--- config.mk ---
export PLATFORM = sky130hd
export DESIGN_NAME = instr_encoder_flat
export DESIGN_NICKNAME = d
export VERILOG_FILES = /design/src/rtl/instr_encoder_if.sv /design/src/rtl/instr_encoder.sv /design/src/flat_wrapper.sv
export SDC_FILE = /design/constraint.sdc
export NUM_CORES = 1
export LEC_CHECK = 0
export BUFFER_PORTS_ARGS = -buffer_cell sky130_fd_sc_hd__buf_2
export CAP_MARGIN = 10
export CORE_MARGIN = 4
export CORE_UTILIZATION = 30
export CTS_CLUSTER_SIZE = 20
export DETAILED_ROUTE_END_ITERATION = 8
export PLACE_DENSITY = 0.64
export SLEW_MARGIN = 30
export SYNTH_ARGS = -nofsm -noshare
export SYNTH_HDL_FRONTEND = slang
export SYNTH_SLANG_ARGS = --single-unit
--- constraint.sdc ---
create_clock -name clk -period 2.3 [get_ports clk]
set_clock_uncertainty 0.05 [all_clocks]
set_input_delay 0.23 -clock clk [delete_from_list [all_inputs] [get_ports clk]]
set_output_delay 0.23 -clock clk [all_outputs]
set_load 0.03 [all_outputs]
--- src/rtl/instr_encoder_if.sv ---
// instr_encoder_if: groups the encoder's input-field handshake and its
// output-word handshake into one bundle.
//   master : the producer/consumer side (stimulus generator + word sink)
//   slave  : the encoder side
// Signals:
//   in_valid/in_ready            input handshake
//   instruction_type, opcode, funct3, funct7, rd, rs1, rs2, imm   fields
//   out_valid/out_ready          output handshake
//   instruction, err             head-of-buffer word and its error flag
//   count                        delivered-word counter
interface instr_encoder_if #(
  parameter int unsigned INSTRUCTION_LENGTH = 32,
  parameter int unsigned TYPE_WIDTH         = 3,
  parameter int unsigned REGISTER_WIDTH     = 5,
  parameter int unsigned IMMEDIATE_WIDTH    = 32,
  parameter int unsigned COUNT_WIDTH        = 16
);
  logic                          in_valid;
  logic                          in_ready;
  logic [TYPE_WIDTH-1:0]         instruction_type;
  logic [6:0]                    opcode;
  logic [2:0]                    funct3;
  logic [6:0]                    funct7;
  logic [REGISTER_WIDTH-1:0]     rd;
  logic [REGISTER_WIDTH-1:0]     rs1;
  logic [REGISTER_WIDTH-1:0]     rs2;
  logic [IMMEDIATE_WIDTH-1:0]    imm;
  logic                          out_valid;
  logic                          out_ready;
  logic [INSTRUCTION_LENGTH-1:0] instruction;
  logic                          err;
  logic [COUNT_WIDTH-1:0]        count;

  modport master (
    output in_valid, instruction_type, opcode, funct3, funct7, rd, rs1, rs2, imm, out_ready,
    input  in_ready, out_valid, instruction, err, count
  );

  modport slave (
    input  in_valid, instruction_type, opcode, funct3, funct7, rd, rs1, rs2, imm, out_ready,
    output in_ready, out_valid, instruction, err, count
  );
endinterface

--- src/rtl/instr_encoder.sv ---
// instr_encoder: packs RV32I instruction fields into a 32-bit word and queues
// it, together with an error flag, in a 2-entry output buffer.
// Ports:
//   clk    rising-edge clock
//   reset  asynchronous active-high reset; empties the buffer, clears count
//   bus    instr_encoder_if.slave (input fields + handshakes, word, err, count)
// Type codes: R=0, I=1, S=2, SB=3, U=4, UJ=5; 6 and 7 are undefined.
// Optional feature macro: ENCODER_RANGE_CHECK_EN -- flags immediates that the
// selected format cannot represent (the word is still packed from truncated
// fields). When undefined, err only marks undefined type codes.
module instr_encoder #(
  parameter int unsigned INSTRUCTION_LENGTH = 32,
  parameter int unsigned TYPE_WIDTH         = 3,
  parameter int unsigned REGISTER_WIDTH     = 5,
  parameter int unsigned IMMEDIATE_WIDTH    = 32,
  parameter int unsigned COUNT_WIDTH        = 16
) (
  input logic             clk,
  input logic             reset,
  instr_encoder_if.slave  bus
);

  localparam logic [TYPE_WIDTH-1:0] R_TYPE  = TYPE_WIDTH'(0);
  localparam logic [TYPE_WIDTH-1:0] I_TYPE  = TYPE_WIDTH'(1);
  localparam logic [TYPE_WIDTH-1:0] S_TYPE  = TYPE_WIDTH'(2);
  localparam logic [TYPE_WIDTH-1:0] SB_TYPE = TYPE_WIDTH'(3);
  localparam logic [TYPE_WIDTH-1:0] U_TYPE  = TYPE_WIDTH'(4);
  localparam logic [TYPE_WIDTH-1:0] UJ_TYPE = TYPE_WIDTH'(5);

  typedef struct packed {
    logic                          err;
    logic [INSTRUCTION_LENGTH-1:0] word;
  } entry_t;

  typedef enum logic [1:0] {
    EMPTY = 2'd0,
    ONE   = 2'd1,
    FULL  = 2'd2
  } fifo_state_e;

  logic [REGISTER_WIDTH-1:0]  rd;
  logic [REGISTER_WIDTH-1:0]  rs1;
  logic [REGISTER_WIDTH-1:0]  rs2;
  logic [IMMEDIATE_WIDTH-1:0] imm;

  assign rd  = bus.rd;
  assign rs1 = bus.rs1;
  assign rs2 = bus.rs2;
  assign imm = bus.imm;

  entry_t      enc_c;
  logic        type_err_c;
  logic        range_err_c;
  entry_t      head;
  entry_t      tail;
  fifo_state_e state;
  fifo_state_e state_next;
  logic        in_ready_c;
  logic        out_valid_c;
  logic        push_c;
  logic        pop_c;
  logic [COUNT_WIDTH-1:0] count;

  // Field packing per instruction format; undefined codes yield a zero word.
  always_comb begin
    enc_c.word = '0;
    type_err_c = 1'b0;
    case (bus.instruction_type)
      R_TYPE:  enc_c.word = INSTRUCTION_LENGTH'({bus.funct7, rs2, rs1, bus.funct3, rd, bus.opcode});
      I_TYPE:  enc_c.word = INSTRUCTION_LENGTH'({imm[11:0], rs1, bus.funct3, rd, bus.opcode});
      S_TYPE:  enc_c.word = INSTRUCTION_LENGTH'({imm[11:5], rs2, rs1, bus.funct3, imm[4:0], bus.opcode});
      SB_TYPE: enc_c.word = INSTRUCTION_LENGTH'({imm[12], imm[10:5], rs2, rs1, bus.funct3,
                                                 imm[4:1], imm[11], bus.opcode});
      U_TYPE:  enc_c.word = INSTRUCTION_LENGTH'({imm[31:12], rd, bus.opcode});
      UJ_TYPE: enc_c.word = INSTRUCTION_LENGTH'({imm[20], imm[10:1], imm[11], imm[19:12], rd, bus.opcode});
      default: type_err_c = 1'b1;
    endcase
    enc_c.err = type_err_c | range_err_c;
  end

`ifdef ENCODER_RANGE_CHECK_EN
  logic signed [31:0] imm_s;
  assign imm_s = $signed(imm[31:0]);

  // Representability of the immediate in the selected format.
  always_comb begin
    range_err_c = 1'b0;
    case (bus.instruction_type)
      I_TYPE, S_TYPE: range_err_c = (imm_s < -32'sd2048) || (imm_s > 32'sd2047);
      SB_TYPE:        range_err_c = (imm_s < -32'sd4096) || (imm_s > 32'sd4094) || imm[0];
      U_TYPE:         range_err_c = (imm[11:0] != 12'd0);
      UJ_TYPE:        range_err_c = (imm_s < -32'sd1048576) || (imm_s > 32'sd1048574) || imm[0];
      default:        range_err_c = 1'b0;
    endcase
  end
`else
  assign range_err_c = 1'b0;
`endif

  assign push_c = bus.in_valid && in_ready_c;
  assign pop_c  = out_valid_c && bus.out_ready;

  // Occupancy state register.
  always_ff @(posedge clk or posedge reset) begin
    if (reset) state <= EMPTY;
    else       state <= state_next;
  end

  // Occupancy next state; push+pop together leaves occupancy unchanged.
  always_comb begin
    state_next = state;
    case (state)
      EMPTY:   if (push_c) state_next = ONE;
      ONE: begin
        if (push_c && !pop_c)      state_next = FULL;
        else if (!push_c && pop_c) state_next = EMPTY;
      end
      FULL:    if (pop_c) state_next = ONE;
      default: state_next = EMPTY;
    endcase
  end

  // Handshake outputs decoded from the occupancy register only, so there is
  // no combinational path from out_ready to in_ready.
  always_comb begin
    in_ready_c  = 1'b1;
    out_valid_c = 1'b0;
    case (state)
      EMPTY:   begin in_ready_c = 1'b1; out_valid_c = 1'b0; end
      ONE:     begin in_ready_c = 1'b1; out_valid_c = 1'b1; end
      FULL:    begin in_ready_c = 1'b0; out_valid_c = 1'b1; end
      default: begin in_ready_c = 1'b1; out_valid_c = 1'b0; end
    endcase
  end

  // Head always holds the oldest entry; a new entry lands in head when the
  // buffer is (or is becoming) empty, otherwise behind it in tail.
  always_ff @(posedge clk or posedge reset) begin
    if (reset) begin
      head <= '0;
      tail <= '0;
    end else begin
      if (pop_c && (state == FULL)) head <= tail;
      if (push_c) begin
        if ((state == EMPTY) || pop_c) head <= enc_c;
        else                           tail <= enc_c;
      end
    end
  end

  // Delivered-word counter; wraps naturally.
  always_ff @(posedge clk or posedge reset) begin
    if (reset)      count <= '0;
    else if (pop_c) count <= count + COUNT_WIDTH'(1);
  end

  assign bus.in_ready    = in_ready_c;
  assign bus.out_valid   = out_valid_c;
  assign bus.instruction = head.word;
  assign bus.err         = head.err;
  assign bus.count       = count;

endmodule

--- src/flat_wrapper.sv ---
// flat-port wrapper written by rule: the top's interface ports become plain ports
module instr_encoder_flat 
#(
  parameter int unsigned INSTRUCTION_LENGTH = 32,
  parameter int unsigned TYPE_WIDTH         = 3,
  parameter int unsigned REGISTER_WIDTH     = 5,
  parameter int unsigned IMMEDIATE_WIDTH    = 32,
  parameter int unsigned COUNT_WIDTH        = 16
)
  (clk, reset, bus_in_valid, bus_instruction_type, bus_opcode, bus_funct3, bus_funct7, bus_rd, bus_rs1, bus_rs2, bus_imm, bus_out_ready, bus_in_ready, bus_out_valid, bus_instruction, bus_err, bus_count);
  instr_encoder_if #(.INSTRUCTION_LENGTH(INSTRUCTION_LENGTH), .TYPE_WIDTH(TYPE_WIDTH), .REGISTER_WIDTH(REGISTER_WIDTH), .IMMEDIATE_WIDTH(IMMEDIATE_WIDTH), .COUNT_WIDTH(COUNT_WIDTH)) bus_i ();
  input logic clk;
  input logic reset;
  input wire logic [$bits(bus_i.in_valid)-1:0] bus_in_valid;
  input wire logic [$bits(bus_i.instruction_type)-1:0] bus_instruction_type;
  input wire logic [$bits(bus_i.opcode)-1:0] bus_opcode;
  input wire logic [$bits(bus_i.funct3)-1:0] bus_funct3;
  input wire logic [$bits(bus_i.funct7)-1:0] bus_funct7;
  input wire logic [$bits(bus_i.rd)-1:0] bus_rd;
  input wire logic [$bits(bus_i.rs1)-1:0] bus_rs1;
  input wire logic [$bits(bus_i.rs2)-1:0] bus_rs2;
  input wire logic [$bits(bus_i.imm)-1:0] bus_imm;
  input wire logic [$bits(bus_i.out_ready)-1:0] bus_out_ready;
  output wire logic [$bits(bus_i.in_ready)-1:0] bus_in_ready;
  output wire logic [$bits(bus_i.out_valid)-1:0] bus_out_valid;
  output wire logic [$bits(bus_i.instruction)-1:0] bus_instruction;
  output wire logic [$bits(bus_i.err)-1:0] bus_err;
  output wire logic [$bits(bus_i.count)-1:0] bus_count;
  assign bus_i.in_valid = bus_in_valid;
  assign bus_i.instruction_type = bus_instruction_type;
  assign bus_i.opcode = bus_opcode;
  assign bus_i.funct3 = bus_funct3;
  assign bus_i.funct7 = bus_funct7;
  assign bus_i.rd = bus_rd;
  assign bus_i.rs1 = bus_rs1;
  assign bus_i.rs2 = bus_rs2;
  assign bus_i.imm = bus_imm;
  assign bus_i.out_ready = bus_out_ready;
  assign bus_in_ready = bus_i.in_ready;
  assign bus_out_valid = bus_i.out_valid;
  assign bus_instruction = bus_i.instruction;
  assign bus_err = bus_i.err;
  assign bus_count = bus_i.count;
  instr_encoder #(.INSTRUCTION_LENGTH(INSTRUCTION_LENGTH), .TYPE_WIDTH(TYPE_WIDTH), .REGISTER_WIDTH(REGISTER_WIDTH), .IMMEDIATE_WIDTH(IMMEDIATE_WIDTH), .COUNT_WIDTH(COUNT_WIDTH)) u_core (.clk(clk), .reset(reset), .bus(bus_i));
endmodule
==> run metrics, run 1 <==
FFs w/ async S/R, synth=100%; CP arrival=about 2.1 ns; Rows=between 40 and 50; met1 Resource Use GR=18.1%; fin crit period=~1.9 ns; Net Count, Synth=roughly 500; post-route setup TNS=0 ns; Finished Layout Cells=about 720; HP Class=in -> reg; Hold WS=~0.098 ns; RePlAce Congestion=0.784; cells after synthesis=approximately 440; register area=between 2000 and 2500 um^2; Final Slew Violations=0; DR WL/cell=between 15 and 20 um; Clock transition at path regs=~0.060 ns; HPWL after detailed placement=between 8000 and 9000 um; Relative slew margins=69.0%; DR pass1 iterations=5; Tcrit/Tclk final=84.4%; post-route ant nets=0; CP required=2.44 ns; # diodes=0; area delta synth->final=25.2%; final hold vios=0; XOR/XNOR share of the synthesized area=3.14%; startpoint types=register; Leak=2.56 nW; combinational family with the most area after synthesis=compound AO/OA/AOI/OAI gates; Adder-Cell Fraction of Synth Area=under 10%; total detailed-routing wirelength=11400 um; CP cell instances=inv_1 -> ha_1 -> inv_1 -> nand3_2 -> buf_4 -> o21ai_0; Placement Cell Area=4940 um^2; dpl ws=0.224 ns; H-tree Lvls=3; post-synthesis cell area=4180 um^2; worst slew pin tran=approximately 0.46 ns; detailed-route vias per instance=between 5 and 6; Top Usage Layer GRT=met2; WS Path Type=reg -> reg; area leader, netlist=dfrtp_1; area of the multi-input gates=~1900 um^2; syn_area_per_cell=~9.6 um^2; first-pass GRT wire length=around 18000 um; Yosys reg bits=84; Initial Util=roughly 31%; Slowest cell on crit path=ha_1; layout cells sized above 1=between 20 and 30%; mux cell area share after synthesis=2.69%; Power Density=between 1000 and 1500 nW/um^2; GR Overflow Total=0; Max FO, Critical Path=50; Die H=126 um; Max-Cap Viols=0; Synth cell types=~40; largest net degree at the start of global routing=85; drt initial violations=~260; Peak Freq=just over 0.5 GHz; slowest stage delay, CP=slightly above 0.4 ns; top area cells in the synthesized netlist=dfrtp_1, a211oi_1, nand2_1, a21oi_1, and3_1; met2 usage=23.0%; Core Footprint=13500 um^2; Finished Cell Area=5240 um^2; simple-gate share of the synthesized area=~17%; placed insts=around 710; io pins=roughly 120; die area=about 16000 um^2; RSZ-0062 raised after global routing=no; clock root buffer=clkbuf_16; # setup viols final=0; Crit path top cell by count=inv_1; status=completed; main flop type after synthesis=dfrtp_1; share of the synthesized area in the top cell type=between 50% and 60%; initial antenna violation count=0; nets=620; fillcell total=1385; clock network latency to the later pin of the worst-skew pair=0.33 ns; Synth Area in Compound Gates=20.6%; fin util=between 30% and 40%; total design power=~6.7 mW; sequential area share after synthesis=50.3%; vias in the first global route=around 3600; yosys warns=0; Sink Count=between 80 and 90; DRC viols=0; CTS Buffer Depth=2; IO Port Bufs=approximately 120; Final WS setup=~0.36 ns; Post-synth EDFFs=0; GR met3 Demand/Resource=under 10%; CTS tree=yes; CTS Buf Count=9; Die X-Extent=about 130 um; detailed-route via count=3632; Worst VDD drop=approximately 540 uV; CP Capture Type=register; total track usage=between 10 and 15%
==> Yosys cell counts (3+ instances only) <==
| library cell | instances |
|---|---|
| a211oi_1 | 34 |
| a21oi_1 | 45 |
| a22oi_1 | 15 |
| and3_1 | 35 |
| buf_2 | 21 |
| buf_4 | 3 |
| clkbuf_1 | 8 |
| dfrtp_1 | 84 |
| ha_1 | 5 |
| inv_1 | 6 |
| mux2i_1 | 9 |
| nand2_1 | 62 |
| nand3_1 | 4 |
| nand4_1 | 5 |
| nor2b_1 | 9 |
| o21ai_0 | 36 |
| o21ai_1 | 9 |
| xnor2_1 | 13 |
==> layout make-up <==
class                      count  area share [%]
multi-input combinational    310            36.1
tap                          176            4.21
inverter                       7           0.573
clock inverter                 5            1.05
timing repair buffer         132            13.7
sequential                    84            40.1
clock buffer                   9            4.30
==> report_power, final <==
| part | leakage, nW | total (mW) | internal, mW | switching, mW |
|---|---|---|---|---|
| Sequential | 1.04 | 2.46 | 2.09 | 0.368 |
| Clock | 0.133 | 1.39 | 0.824 | 0.562 |
| Combinational | 1.38 | 2.86 | 0.941 | 1.92 |
| Total | 2.56 | 6.71 | 3.86 | 2.85 |
==> repair_timing <==
| action | 4_1_cts | 5_1_grt |
|---|---|---|
| hold buffers | 1 | 0 |
| endpoints found under the hold margin | 27 | 0 |
| gates resized for setup | 0 | 1 |
| setup buffers | 0 | 0 |
| endpoints found under the setup margin | 0 | 4 |
==> layer usage <==
layer	wire [um]	vias up
met5	0	-
met4	290	0
met3	608	19
met2	5300	98
met1	5170	1750
li1	-	1765
==> registers in the layout, indices dropped and copies added, names as in the netlist <==
register and count:
u_core.tail 33, u_core.state 2, u_core.bus.err 1, u_core.bus.count 16
u_core.bus.instruction 32
==> cell usage in the layout (no fill, tap or decap), types with 3 or more instances in the layout <==
master      synthesis  routed
nand2_1            62      62
o21ai_0            36      36
nor2b_1             9       9
clkbuf_16           0       9
o21ai_1             9       9
buf_2              21     121
a211oi_1           34      34
a22oi_1            15      15
and3_1             35      35
inv_1               6       5
clkinvlp_4          0       3
a21oi_1            45      45
ha_1                5       5
nand3_1             4       3
xnor2_1            13      13
nand4_1             5       5
dfrtp_1            84      84
mux2i_1             9       9
buf_4               3       8
==> worst max-delay path, delay by kind of cell (launching register included) <==
kind | cells | cell delay, ns
AOI/OAI and AO/OA | 1 | 0.17
adders and majority gates | 1 | 0.41
buffers and inverters | 3 | 0.66
DFF | 1 | 0.40
and+or+nand+nor | 1 | 0.11
==> kinds of logic (layout without fill, tap and decap cells) <==
kind of cell             Yosys count  after routing
adder cells (fa/ha/maj)            5              5
XOR/XNOR                          15             15
flip-flops                        84             84
multiplexers                      11             11
AND/OR/NAND/NOR                  134            134
AO/OA/AOI/OAI                    145            145
buffers and inverters             41            153
==> worst paths after layout <==
kind                                             startpoint                                   end  slack (ns)  cells past startpoint
max                             u_core.state[0]$_DFFE_PP0P_           u_core.tail[27]$_DFFE_PP0P_        0.36                      6
min                                           bus_opcode[4]   u_core.bus.instruction[4]$_DFF_PP0_         0.1                      3
max reg2reg                     u_core.state[0]$_DFFE_PP0P_           u_core.tail[27]$_DFFE_PP0P_        0.36                      6
min reg2reg                u_core.bus.count[15]$_DFFE_PP0P_      u_core.bus.count[15]$_DFFE_PP0P_        0.42                      1
max in group asynchronous                             reset       u_core.bus.count[6]$_DFFE_PP0P_        1.31                      4
min in group asynchronous                             reset  u_core.bus.instruction[19]$_DFF_PP0_        0.53                      4
Note: power is estimated with default switching activity, not from simulation.
==> inputs of run 2 (changes only) <==
==> constraint.sdc (replaced) <==
create_clock -name clk -period 1.6 [get_ports clk]
set_clock_uncertainty 0.05 [all_clocks]
set_input_delay 0.16 -clock clk [delete_from_list [all_inputs] [get_ports clk]]
set_output_delay 0.16 -clock clk [all_outputs]
set_load 0.03 [all_outputs]
==> run metrics, run 2 (synthesis gave the netlist of run 1 again) <==
status=finished with violations (was completed); failing checks=setup timing; IO Port Bufs=121 (unchanged); WS Path Type=reg -> reg (unchanged); detailed-route via count=3799 (was 3632); area of the multi-input gates=2120 um^2 (was 1890 um^2); nets=641 (was 620); CP Capture Type=register (unchanged); first-pass GRT wire length=19900 um (was 18200 um); Final Slew Violations=0 (unchanged); clock network latency to the later pin of the worst-skew pair=0.34 ns (was 0.33 ns); vias in the first global route=3893 (was 3574); Crit path top cell by count=buf_12 (was inv_1); HP Class=in -> reg (unchanged); total detailed-routing wirelength=12400 um (was 11400 um); CP Capture Point=u_core.bus.instruction[27]$_DFF_PP0_ (was u_core.tail[27]$_DFFE_PP0P_); Power Density=1860 nW/um^2 (was 1280 nW/um^2); total design power=10.7 mW (was 6.71 mW); H-tree Lvls=3 (unchanged); die area=15900 um^2 (unchanged); clock root buffer=clkbuf_16 (unchanged); worst r2r src=u_core.state[1]$_DFFE_PP0P_ (was u_core.state[0]$_DFFE_PP0P_); Max FO, Critical Path=12 (was 50); worst reg2reg path depth=8 (was 6); Tcrit/Tclk final=106% (was 84.4%); Core Footprint=13500 um^2 (unchanged); Sw Ratio=42.6% (was 42.4%); DRC viols=0 (unchanged); Peak Freq=0.591 GHz (was 0.515 GHz); RePlAce Congestion=0.808 (was 0.784); switching power total=4.54 mW (was 2.85 mW); commonest non-fill, non-tap cell in the layout=buf_2 (unchanged); Internal=6.13 mW (was 3.86 mW); final hold vios=0 (unchanged); Logic pwr share=47.9% (was 42.6%); r2r endpoint=u_core.bus.instruction[27]$_DFF_PP0_ (was u_core.tail[27]$_DFFE_PP0P_); fillcell total=1359 (was 1385); Die X-Extent=126 um (unchanged); Hold WS=0.0336 ns (was 0.0983 ns); placed insts=719 (was 708); CP Depth=8 (was 6); slowest stage delay, CP=0.40 ns (was 0.41 ns); CP bufs+invs=3 (unchanged); area delta synth->final=37.2% (was 25.2%); Slowest cell on crit path=dfrtp_1 (was ha_1); Die H=126 um (unchanged); startpoint types=register (unchanged); # diodes=0 (unchanged); GR Overflow Total=0 (unchanged); clock network power share=18.1% (was 20.7%); CP required=1.77 ns (was 2.44 ns); CP arrival=1.86 ns (was 2.09 ns); CP cell instances=inv_2 -> ha_4 -> a21oi_4 -> nor2_4 -> buf_12 -> buf_12 -> a211oi_1 -> a21oi_1 (was inv_1 -> ha_1 -> inv_1 -> nand3_2 -> buf_4 -> o21ai_0); Final WS setup=-0.0909 ns (was 0.359 ns); initial antenna violation count=0 (unchanged); layout cells sized above 1=39.3% (was 29.3%); Finished Layout Cells=746 (was 723); CTS tree=yes (unchanged); number of flip-flops in the largest register=33 (unchanged); CTS Buffer Depth=2 (unchanged); most frequent cells in the layout=buf_2, dfrtp_1, nand2_1 (unchanged); Biggest register=u_core.tail (unchanged); delay-heaviest family, CP=compound AO/OA/AOI/OAI gates (was buffers and inverters); worst slew pin tran=0.832 ns (was 0.464 ns); Sink Count=84 (unchanged); DR pass1 iterations=4 (was 5); Initial Util=31.1% (unchanged); post-route ant nets=0 (unchanged); Relative slew margins=44.3% (was 69.0%); Critical Path Start=u_core.state[1]$_DFFE_PP0P_ (was u_core.state[0]$_DFFE_PP0P_); HPWL after detailed placement=8780 um (was 8090 um); Reg2Reg Setup Slack=-0.09 ns (was 0.36 ns); largest net degree at the start of global routing=51 (was 85); total track usage=15.6% (was 14.1%); sequential fraction of design power=34.0% (was 36.7%); DR WL/cell=16.6 um (was 15.7 um); Max-Cap Viols=0 (unchanged); Worst VDD drop=683 uV (was 538 uV); detailed-route vias per instance=5.09 (was 5.02); CTS Buf Count=9 (unchanged); fin crit period=1.69 ns (was 1.94 ns); Leak=2.75 nW (was 2.56 nW); # setup viols final=57 (was 0); Rows=42 (unchanged); Clock transition at path regs=0.06 ns (about the same); register area=2100 um^2 (unchanged); RSZ-0062 raised after global routing=yes (was no); io pins=122 (unchanged); drt initial violations=190 (was 263)
-- run 2: final cells by class --
type,count,share of cell area [%]
clock buffers,10,4.17
clock inverters,6,0.676
inverters,7,0.589
multi-input cells,310,37.0
flip-flops and latches,84,36.6
well taps,176,3.84
repair buffers,153,17.1
-- run 2: metrics by stage --
| stage | setup WS, ns | instance area [um^2] | setup TNS, ns | utilization (%) |
|---|---|---|---|---|
| global placement | -0.0733 | 5100 | -0.394 | 37.9 |
| CTS | -0.0838 | 5560 | -2.40 | 41.3 |
| finish | -0.0909 | 5740 | -2.50 | 42.6 |
| floorplan | -0.00616 | 4230 | -0.0962 | - |
| global route | -0.176 | 5740 | -8.69 | 42.6 |
| detailed placement | -0.128 | 5100 | -2.89 | 37.9 |
-- run 2: worst min path at each step --
stage / start / end / slack [ns] / depth (start not counted)
3_3_place_gp: reset / u_core.bus.instruction[13]$_DFF_PP0_ / 0.23 / 3
2_1_floorplan: bus_opcode[0] / u_core.bus.instruction[0]$_DFF_PP0_ / 0.26 / 2
5_1_grt: bus_opcode[4] / u_core.bus.instruction[4]$_DFF_PP0_ / 0.04 / 3
3_5_place_dp: reset / u_core.bus.instruction[14]$_DFF_PP0_ / 0.21 / 3
6_report: bus_opcode[2] / u_core.tail[2]$_DFFE_PP0P_ / 0.03 / 3
4_1_cts: bus_opcode[3] / u_core.bus.instruction[3]$_DFF_PP0_ / 0.02 / 3
-- run 2: power by group through the flow --
stage          clock network [mW]  registers [mW]  logic (mW)
2_1_floorplan                   0            4.46        2.11
3_3_place_gp                    0            3.56        4.27
3_5_place_dp                    0            3.59        4.42
4_1_cts                      2.00            3.59        4.79
5_1_grt                      2.11            3.73        5.55
6_report                     1.93            3.62        5.11
-- run 2: worst register-to-register path: cells and delay by family, from the launching register on --
| family | cells | cell delay, ns |
|---|---|---|
| AO/OA/AOI/OAI | 3 | 0.42 |
| adder cells (fa/ha/maj) | 1 | 0.27 |
| flip-flops | 1 | 0.40 |
| AND/OR/NAND/NOR | 1 | 0.05 |
| buffers and inverters | 3 | 0.37 |
-- run 2: layer usage --
metal  up-vias  part of all wire, %  track usage [%]
met1      1863                   43             19.7
met4         0                  1.3             4.92
met2       117                   51             26.6
met3        10                  5.2             3.39
li1       1809                    -                -
met5         -                    0                0
-- run 2: repair_timing --
item                       in CTS  in global routing
setup endpoints to repair      77                 84
setup buffers                   6                  3
hold endpoints to repair       84                  0
hold buffers                    1                  0
pin swaps                      14                  9
gates cloned                    0                  1
resized for setup              33                 30
==> inputs of run 3 (changes only) <==
--- a/config.mk
+++ b/config.mk
@@ -11,6 +11,7 @@
 export CORE_UTILIZATION = 30
 export CTS_CLUSTER_SIZE = 20
 export DETAILED_ROUTE_END_ITERATION = 8
+export MAX_ROUTING_LAYER = met4
 export PLACE_DENSITY = 0.64
 export SLEW_MARGIN = 30
 export SYNTH_ARGS = -nofsm -noshare
==> constraint.sdc (replaced) <==
create_clock -name clk -period 1.5 [get_ports clk]
set_clock_uncertainty 0.05 [all_clocks]
set_input_delay 0.15 -clock clk [delete_from_list [all_inputs] [get_ports clk]]
set_output_delay 0.15 -clock clk [all_outputs]
set_load 0.03 [all_outputs]
==> run metrics, run 3 (synthesis gave the netlist of run 1 again) <==
detailed-route via count=3740 (was 3799); post-route ant nets=0 (unchanged); CTS Buffer Depth=2 (unchanged); fillcell total=1353 (was 1359); Finished Cell Area=5790 um^2 (was 5740 um^2); Max FO, Critical Path=50 (was 12); largest net degree at the start of global routing=51 (unchanged); total track usage=15.6% (about the same); placed insts=726 (was 719); # setup viols final=79 (was 57); drt initial violations=176 (was 190); clock root buffer=clkbuf_16 (unchanged); Die H=126 um (unchanged); Rows=42 (unchanged); total detailed-routing wirelength=11900 um (was 12400 um); Worst VDD drop=843 uV (was 683 uV); DR pass1 iterations=4 (unchanged); area of the multi-input gates=2160 um^2 (was 2120 um^2); HPWL after detailed placement=8570 um (was 8780 um); Max-Cap Viols=0 (unchanged); worst slew pin tran=0.766 ns (was 0.832 ns); number of flip-flops in the largest register=33 (unchanged); final hold vios=0 (unchanged); first-pass GRT wire length=19700 um (was 19900 um); Initial Util=31.1% (unchanged); post-route setup TNS=-7.45 ns (was -2.50 ns); area delta synth->final=38.4% (was 37.2%); Sink Count=84 (unchanged); vias in the first global route=3845 (was 3893); io pins=122 (unchanged); fin crit period=1.65 ns (was 1.69 ns); clock network latency to the later pin of the worst-skew pair=0.33 ns (was 0.34 ns); CP Capture Type=register (unchanged); RePlAce Congestion=0.820 (was 0.808); nets=642 (was 641); Tcrit/Tclk final=110% (was 106%); total design power=11.6 mW (was 10.7 mW); DR WL/cell=16.0 um (was 16.6 um); Final WS setup=-0.147 ns (was -0.0909 ns); Clock transition at path regs=0.06 ns (about the same); most frequent cells in the layout=buf_2, dfrtp_1, nand2_1 (unchanged); layout cells sized above 1=39.8% (was 39.3%); DRC viols=0 (unchanged); CP required=1.65 ns (was 1.77 ns); Biggest register=u_core.tail (unchanged); CTS Buf Count=9 (unchanged); Power Density=2010 nW/um^2 (was 1860 nW/um^2); Core Footprint=13500 um^2 (unchanged); Leak=2.77 nW (was 2.75 nW); commonest non-fill, non-tap cell in the layout=buf_2 (unchanged); H-tree Lvls=3 (unchanged); startpoint types=register (unchanged); Peak Freq=0.607 GHz (was 0.591 GHz); HP Class=in -> reg (unchanged); CP arrival=1.80 ns (was 1.86 ns); Final Slew Violations=0 (unchanged); RSZ-0062 raised after global routing=yes (unchanged); IO Port Bufs=121 (unchanged); initial antenna violation count=1 (was 0); GR Overflow Total=0 (unchanged); Die X-Extent=126 um (unchanged); Relative slew margins=48.8% (was 44.3%); status=finished with violations (unchanged); die area=15900 um^2 (unchanged); Placement Cell Area=5130 um^2 (was 5100 um^2); detailed-route vias per instance=5.01 (was 5.09); Finished Layout Cells=747 (was 746); register area=2100 um^2 (about the same); Hold WS=0.0413 ns (was 0.0336 ns); failing checks=setup timing (unchanged); CTS tree=yes (unchanged); WS Path Type=reg -> reg (unchanged)
## run 3: power by group
group | internal [mW] | switching, mW
sequential | 3.21 | 0.664
clock | 1.55 | 0.869
combinational | 2.11 | 3.24
## run 3: worst max-delay path: stages, from the launching register on
cell and delay, ns:
dfrtp_2 0.44, inv_2 0.09, ha_4 0.23, a21oi_4 0.20, nand3_4 0.12, buf_12 0.19
nand2_1 0.08, o21ai_0 0.09
## run 3: final cells by class
class,count,area share [%]
Clock buffer,12,4.43
Tap cell,176,3.81
Timing Repair Buffer,154,16.3
Sequential cell,84,36.4
Multi-Input combinational cell,310,37.3
Clock inverter,3,1.19
Antenna cell,1,0.0433
Inverter,7,0.584
## run 3: path summary, 6_finish.rpt
check | from | to | slack, ns | cells past startpoint
worst max-delay path | u_core.state[1]$_DFFE_PP0P_ | u_core.tail[28]$_DFFE_PP0P_ | -0.15 | 7
worst min-delay path | bus_opcode[4] | u_core.tail[4]$_DFFE_PP0P_ | 0.04 | 3
worst max register to register | u_core.state[1]$_DFFE_PP0P_ | u_core.tail[28]$_DFFE_PP0P_ | -0.15 | 7
worst min register to register | u_core.tail[17]$_DFFE_PP0P_ | u_core.tail[17]$_DFFE_PP0P_ | 0.42 | 2
max in group asynchronous | reset | u_core.state[1]$_DFFE_PP0P_ | 0.60 | 4
min in group asynchronous | reset | u_core.tail[13]$_DFFE_PP0P_ | 0.40 | 4
## run 3: what timing repair did
action | in CTS | in global routing
hold endpoints to repair | 84 | 0
pin swaps | 8 | 0
setup buffers | 1 | 3
hold buffers | 1 | 0
setup endpoints to repair | 81 | 85
gates resized for setup | 56 | 17
## run 3: routing by layer
metal | vias to the layer above | part of all wire, % | GRT usage, %
met4 | 0 | 1.8 | 4.42
met2 | 101 | 49 | 25.7
met3 | 11 | 3.9 | 2.58
met1 | 1817 | 45 | 19.9
li1 | 1811 | - | -
met5 | - | 0 | -
## run 3: stage by stage
step	util [%]	setup WS (ns)
after detailed placement	38.2	-0.150
after floorplan	-	-0.115
after global routing	43.0	-0.230
final	43.0	-0.147
after CTS	42.3	-0.140
after global placement	38.2	-0.109
